<file path="config.mk">
export PLATFORM = sky130hd
export DESIGN_NAME = mem_rd_cmp_pipe
export DESIGN_NICKNAME = d
export VERILOG_FILES = /design/src/rtl/rtl_settings_pkg.sv /design/src/rtl/mem_rd_cmp_pipe.sv
export SDC_FILE = /design/constraint.sdc
export NUM_CORES = 2
export LEC_CHECK = 0
export ABC_CLOCK_PERIOD_IN_PS = 5000
export BUFFER_PORTS_ARGS = -buffer_cell sky130_fd_sc_hd__buf_2
export CAP_MARGIN = 20
export CORE_ASPECT_RATIO = 0.7
export CORE_MARGIN = 3
export CORE_UTILIZATION = 57
export DETAILED_ROUTE_END_ITERATION = 10
export MAX_ROUTING_LAYER = met4
export PLACE_DENSITY = 0.81
export SKIP_CTS_REPAIR_TIMING = 1
export SYNTH_ARGS = -nofsm -noshare
export SYNTH_HDL_FRONTEND = slang
export SYNTH_SLANG_ARGS = --single-unit
</file>
<file path="constraint.sdc">
create_clock -name clk -period 5 [get_ports clk]
set_clock_uncertainty 0.1 [all_clocks]
set_input_delay 0.5 -clock clk [delete_from_list [all_inputs] [get_ports clk]]
set_output_delay 0.5 -clock clk [all_outputs]
set_load 0.005 [all_outputs]
</file>
<file path="src/rtl/rtl_settings_pkg.sv">
// Shared types, constants and helpers for the memory tester read-data checker.
// Descriptor layout and the byte-level compare helpers used by the checker and its pipeline.
package rtl_settings_pkg;

  localparam int unsigned CMP_DATA_W  = 512;
  localparam int unsigned CMP_BURST_W = 9;
  localparam int unsigned DATA_B_W    = CMP_DATA_W / 8;
  localparam int unsigned ADDR_B_W    = $clog2(DATA_B_W);
  localparam int unsigned CMP_ADDR_W  = 26;
  // Low terms of x^8+x^6+x^5+x^4+1 (x^8 is implied by the shift-out bit)
  localparam logic [7:0]  LFSR_POLY   = 8'h71;

  typedef enum logic {
    FIX_DATA = 1'b0,
    RND_DATA = 1'b1
  } data_mode_t;

  typedef struct packed {
    data_mode_t                 data_mode;
    logic [7:0]                 data_ptrn;
    logic [CMP_ADDR_W-1:0]      start_addr;
    logic [CMP_BURST_W-2:0]     words_count;
    logic [ADDR_B_W-1:0]        start_offset;
    logic [ADDR_B_W-1:0]        end_offset;
  } cmp_struct_t;

  function automatic logic [DATA_B_W-1:0] byteenable_ptrn(
    input logic                first,
    input logic [ADDR_B_W-1:0] start_off,
    input logic                last,
    input logic [ADDR_B_W-1:0] end_off
  );
    logic [DATA_B_W-1:0] be;
    be = '0;
    for (int unsigned i = 0; i < DATA_B_W; i++) begin
      be[i] = (!first || (i >= 32'(start_off))) && (!last || (i <= 32'(end_off)));
    end
    return be;
  endfunction

  function automatic logic [DATA_B_W-1:0] check_vector(
    input logic [CMP_DATA_W-1:0] data,
    input logic [DATA_B_W-1:0]   mask,
    input logic [7:0]            expected
  );
    logic [DATA_B_W-1:0] cv;
    cv = '0;
    for (int unsigned i = 0; i < DATA_B_W; i++) begin
      cv[i] = mask[i] && (data[8*i +: 8] != expected);
    end
    return cv;
  endfunction

  function automatic logic [ADDR_B_W-1:0] err_byte_find(input logic [DATA_B_W-1:0] cv);
    logic [ADDR_B_W-1:0] idx;
    logic                found;
    idx   = '0;
    found = 1'b0;
    for (int unsigned i = 0; i < DATA_B_W; i++) begin
      if (cv[i] && !found) begin
        idx   = ADDR_B_W'(i);
        found = 1'b1;
      end
    end
    return idx;
  endfunction

  function automatic logic [7:0] lfsr_next(input logic [7:0] s);
    return {s[6:0], 1'b0} ^ (s[7] ? LFSR_POLY : 8'h00);
  endfunction

endpackage

</file>
<file path="src/rtl/mem_rd_cmp_pipe.sv">
// Two-stage compare pipeline: S1 captures the beat and its context, S2 evaluates the
// enabled bytes and latches only the first mismatch until cleared.
module mem_rd_cmp_pipe
  import rtl_settings_pkg::*;
#(
  parameter int unsigned DATA_W = CMP_DATA_W
) (
  input  logic                           clk,
  input  logic                           rst_n,
  input  logic                           clr,
  input  logic                           in_valid,
  input  logic [DATA_W-1:0]              in_data,
  input  logic [DATA_B_W-1:0]            in_mask,
  input  logic [7:0]                     in_exp,
  input  logic [CMP_ADDR_W-1:0]          in_addr,
  output logic                           busy,
  output logic                           err,
  output logic [CMP_ADDR_W+ADDR_B_W-1:0] err_addr,
  output logic [7:0]                     err_data
);

  logic                  s1_valid;
  logic [DATA_W-1:0]     s1_data;
  logic [DATA_B_W-1:0]   s1_mask;
  logic [7:0]            s1_exp;
  logic [CMP_ADDR_W-1:0] s1_addr;
  logic                  s2_valid;

  logic [DATA_B_W-1:0]   cv;
  logic [ADDR_B_W-1:0]   byte_idx;
  logic [7:0]            hit_byte;

  always_comb begin
    cv       = check_vector(s1_data, s1_mask, s1_exp);
    byte_idx = err_byte_find(cv);
    hit_byte = s1_data[8*byte_idx +: 8];
  end

  always_ff @(posedge clk or negedge rst_n) begin
    if (!rst_n) begin
      s1_valid <= 1'b0;
      s1_data  <= '0;
      s1_mask  <= '0;
      s1_exp   <= '0;
      s1_addr  <= '0;
      s2_valid <= 1'b0;
      err      <= 1'b0;
      err_addr <= '0;
      err_data <= '0;
    end else if (clr) begin
      s1_valid <= 1'b0;
      s1_data  <= '0;
      s1_mask  <= '0;
      s1_exp   <= '0;
      s1_addr  <= '0;
      s2_valid <= 1'b0;
      err      <= 1'b0;
      err_addr <= '0;
      err_data <= '0;
    end else begin
      s1_valid <= in_valid;
      if (in_valid) begin
        s1_data <= in_data;
        s1_mask <= in_mask;
        s1_exp  <= in_exp;
        s1_addr <= in_addr;
      end
      s2_valid <= s1_valid;
      // The error registers are the S2 stage: err rises two edges after the beat
      if (s1_valid && (|cv) && !err) begin
        err      <= 1'b1;
        err_addr <= {s1_addr, byte_idx};
        err_data <= hit_byte;
      end
    end
  end

  assign busy = s1_valid | s2_valid;

endmodule

</file>
Word-level counts from Yosys, hierarchy flattened
Cells that the tools add are included.

word-level totals
  input port bits = 614
  register bits = 653
  output and inout port bits = 42

cells by class
  shift operators = 1
  reduce and logical (&&, ||, !) cells = 196
  equal/unequal tests = 64
  mux-type cells = 142
  bitwise logic cells = 1

operators by type and width
  operator           number
  $mux 512           2
  $ne 8x8->1         64
  $shiftx 512x10->8  1
  $mux 6             61
  $logic_and 1x1->1  129
  $mux 64            2
  $mux 1             68
  $logic_not 1->1    64
  $mux 32            2
  $reduce_or 64->1   1
  $mux 26            2
  $mux 8             4
  $reduce_bool 2->1  2
  $mux 2             1
  $or 1x1->1         1

Logic depth before layout (Yosys ltp)
  word-level depth = 195
  mapped depth = 20
  gate-level depth less buffers = 13

Least setup slack after synthesis
No wires, ideal clock.

  path kind = register -> register
  start = register s1_exp[4]
  end = register err_data[0]
  arrival time = 3.775 ns
  setup time = 0.094 ns
  cell stages (with the launch flop) = 18
  path buffers = 5
  path slack = 1.031 ns
  period minus slack after synthesis = 3.969 ns
  path through = dfrtp_1 buf_4 buf_6 buf_2 xnor2_1 nand4_1 o21ai_0 nand4_1 nor2_1 nand3_1 o41a_1 and3_1 buf_6 buf_6 mux2_4 a2111oi_0 a211oi_1 a211oi_1

between the ends
  longest elaborated chain between the ends = 195
  elaborated cells between the ends (all ways) = 387
  classes of those cells = 64 x eq/ne; 1 x shift; 128 x mux; 194 x reduce/logical

RTL lines
  item                      line                    text
  start: declaration        mem_rd_cmp_pipe.sv:25   logic [7:0] s1_exp;
  start signal: assignment  mem_rd_cmp_pipe.sv:65   s1_exp <= in_exp;
  $ne 8x8->1                rtl_settings_pkg.sv:49  cv[i] = mask[i] && (data[8*i +: 8] != expected);
  $logic_and 1x1->1         rtl_settings_pkg.sv:49
  $mux 1                    rtl_settings_pkg.sv:60  if (cv[i] && !found) begin
  $logic_not 1->1           rtl_settings_pkg.sv:60
  $logic_and 1x1->1         rtl_settings_pkg.sv:60
  $mux 1                    rtl_settings_pkg.sv:60
  $logic_not 1->1           rtl_settings_pkg.sv:60
  $logic_and 1x1->1         rtl_settings_pkg.sv:60
  (+179 left out)           --
  $logic_and 1x1->1         rtl_settings_pkg.sv:60
  $mux 1                    rtl_settings_pkg.sv:60
  $logic_not 1->1           rtl_settings_pkg.sv:60
  $logic_and 1x1->1         rtl_settings_pkg.sv:60
  $mux 6                    rtl_settings_pkg.sv:60
  $shiftx 512x10->8         mem_rd_cmp_pipe.sv:36   hit_byte = s1_data[8*byte_idx +: 8];
  $mux 8                    mem_rd_cmp_pipe.sv:70   if (s1_valid && (|cv) && !err) begin
  $mux 8                    mem_rd_cmp_pipe.sv:50   end else if (clr) begin
  end signal: assignment    mem_rd_cmp_pipe.sv:73   err_data <= hit_byte;
  end: declaration          mem_rd_cmp_pipe.sv:19   output logic [7:0] err_data

Parallel ways exist; a longest one is shown, timed or not. The select of a mux whose other input is x is not followed.
A chain may end at the register's enable or synchronous reset.

Worst setup path after layout
  start = register s1_exp[3]
  end = register err_data[0]

Same word-level chain as after synthesis.

==> flow_summary.yaml <==
logic_synthesis:
  avgSynthCellArea_um2: 9.803
  synthXorXnorAreaFrac: 0.1169
  seq_area_frac_synth: 0.4260
  synth_mux_area_frac: 0.1953
  synth_cell_type_count: 80
  async_flop_share: 1.000
  yosys_warnings: 0
  syn_area_um2: 38360
  synth_cells: 3913
  synth_seq_cells: 653
  synth-simple-area-share: 0.1481
  synth_top_family_by_area: "multiplexers"
  synth_compound_area_frac: 0.07029
  synthAdderAreaFrac: 0
  synthFlopType: "dfrtp_1"
  syn_nets: 4527
  synth_edf_count: 0
die:
  io_pins: 656
  die-area_um2: 70500
  core_um2: 65680
  num_rows: 78
  start_util: 0.5840
  die_w_um: 316.1
  die_y_um: 223.0
clocking:
  htree_levels: 2
  clock_sinks: 653
  clk_latency_ns: 0.69
  clk_pin_slew_ns: 0.08
  cts_root_buf: "clkbuf_16"
  numCtsBuffers: 61
  clockBufferDepth: 3
  cts_tree: "done"
critical_path:
  critPathMaxStageDelay_ns: 0.58
  arrival_ns: 5.50
  crit_type: "reg2reg"
  crit_path_top_delay_cell: "or4b_4"
  crit_chain: "buf_12 > xor2_1 > nor4_2 > a21boi_2 > or4b_4 > nor3_4 > buf_4 > buf_4 > o211ai_1 > a21o_2 > nand3_4 > buf_12 > buf_12 > buf_8 > mux2i_2 > mux2i_1 > a221o_1 > a311oi_2 > a211oi_1"
  crit_path_start_kind: "flip-flop"
  cp_max_fo: 14
  cp_common_cell: "buf_12"
  endpoint_kind: "flip-flop"
  crit_required_ns: 5.45
timing:
  hold_violations: 135
  max-slew-margin-rel: 0.2223
  final-setup-viol-count: 3
  setup_ws_ns: -0.04805
  setup_tns_ns: -0.08195
  whs_ns: -0.02958
  tightestPinTransition_ns: 1.166
  period_share: 1.010
  max_freq_mhz: 198.1
  period_needed_ns: 5.048
  drv_slew: 0
layout:
  drive_gt1_frac: 0.2636
  fin_nets: 5415
  final_common_cell: "mux2i_1"
  fin_cells: 5745
  finish.utilization: 0.7423
  final_cell_mix: "684 x mux2i_1, 652 x buf_2, 645 x dfrtp_1"
  syn_to_final_growth_pct: 27.11
route:
  wl_per_cell_um: 27.16
  dr.pass1.iters: 6
  via_count: 36470
  wl_um: 156100
  ant_nets: 0
  drc: 0
  drtIter0Drc: 5170
  viasPerCell: 6.347
placed_design:
  dp_hpwl_um: 112100
  place_inst: 5474
  io_buffers: 655
  globalplace.congestion: 1.041
outcome:
  outcome: "complete, but fails checks"
  violations: "negative hold slack, negative setup slack"
pwr:
  ir_drop_v: 0.0002903
  p_leak_uw: 0.02341
  power_density_nw_per_um2: 330.4
  power_uw: 16110
global_route:
  grt_max_degree: 227
  grt_pass1_wl_um: 218800
  overflow: 0
  grt_pass1_vias: 33760
  grtUsageTotal: 0.4247
  antenna_found_initial: 9
job:
  maxCapViolations: 0
hold_path:
  hold_class: "in2reg"
## where the power goes
| part | internal (µW) | total (µW) | switching (µW) |
|---|---|---|---|
| Combinational | 2140 | 4870 | 2730 |
| Clock | 2930 | 5250 | 2320 |
| Sequential | 5580 | 5990 | 416 |
## per-stage QoR
stage | worst slack, ns | instance area, µm²
floorplan | 1.031 | 38360
global placement | -0.7337 | 44540
detailed placement | -0.7293 | 44540
CTS | -0.7187 | 46760
global route | -0.05738 | 48750
finish | -0.04805 | 48760
## critical path: cells and delay by family, from the launching register on
| family | cells | cell delay [ns] |
|---|---|---|
| and+or+nand+nor | 4 | 1.43 |
| AOI/OAI and AO/OA | 6 | 1.35 |
| buffers and inverters | 6 | 0.94 |
| DFF | 1 | 0.51 |
| muxes | 2 | 0.39 |
| xor gates and xnor gates | 1 | 0.17 |
## state kept, by name (all words and copies together) (netlist names)
signal / flops
s1_addr: 26
s2_valid: 1
s1_data: 512
err_addr: 32
err: 1
s1_mask: 64
s1_valid: 1
err_data: 8
s1_exp: 8
## area by class of cell
class                   count  area, µm²
diodes                     13      32.53
flip-flops and latches    653      16370
clock inverters            41      600.6
multi-input cells        2906      20870
fillers                  4542      16920
repair buffers           1131       7976
clock buffers              73       1622
inverters                  48      180.2
well taps                 880       1101
## cell families after synthesis
kind of cell / Yosys count
flops: 653
buf+inv: 354
mux: 740
xor+xnor: 512
compound gates: 397
simple gates: 1257
## Yosys cell counts (all sizes together) (13+ instances only)
library cell | number | area (µm²)
dfrtp | 653 | 16340
a2111oi | 19 | 166.4
o2111ai | 30 | 262.8
nor3 | 13 | 81.33
inv | 48 | 180.2
mux2i | 689 | 6897
a21boi | 15 | 112.6
o211ai | 33 | 247.7
o21ai | 86 | 441.7
xnor2 | 400 | 3503
a21oi | 72 | 360.4
nand3 | 84 | 425.4
buf | 158 | 932.1
nand4 | 155 | 984.7
nor4 | 62 | 412.9
a211oi | 18 | 135.1
nand2 | 243 | 914.6
mux2 | 51 | 593.1
clkbuf | 148 | 555.5
nor2 | 642 | 2410
xor2 | 112 | 980.9
a31oi | 43 | 269.0
## routing by layer
metal | GRT usage | wire (µm) | up-vias
met4 | 0.1264 | 6283 | 0
li1 | - | - | 15430
met1 | 0.6061 | 62520 | 18050
met5 | - | 0 | -
met2 | 0.6147 | 68690 | 2551
met3 | 0.08274 | 18550 | 435
## final timing paths
check                              from           end  slack, ns  depth (start not counted)
min reg2reg                 err_data[5]   err_data[5]       0.38                          2
min in group asynchronous         rst_n   s1_mask[54]       0.35                          2
min                        in_data[488]  s1_data[488]      -0.03                          3
max in group asynchronous         rst_n   s1_addr[18]       3.20                          3
max                           s1_exp[3]   err_data[0]      -0.05                         19
max reg2reg                   s1_exp[3]   err_data[0]      -0.05                         19
No activity file was read; power rests on OpenSTA's default activity.
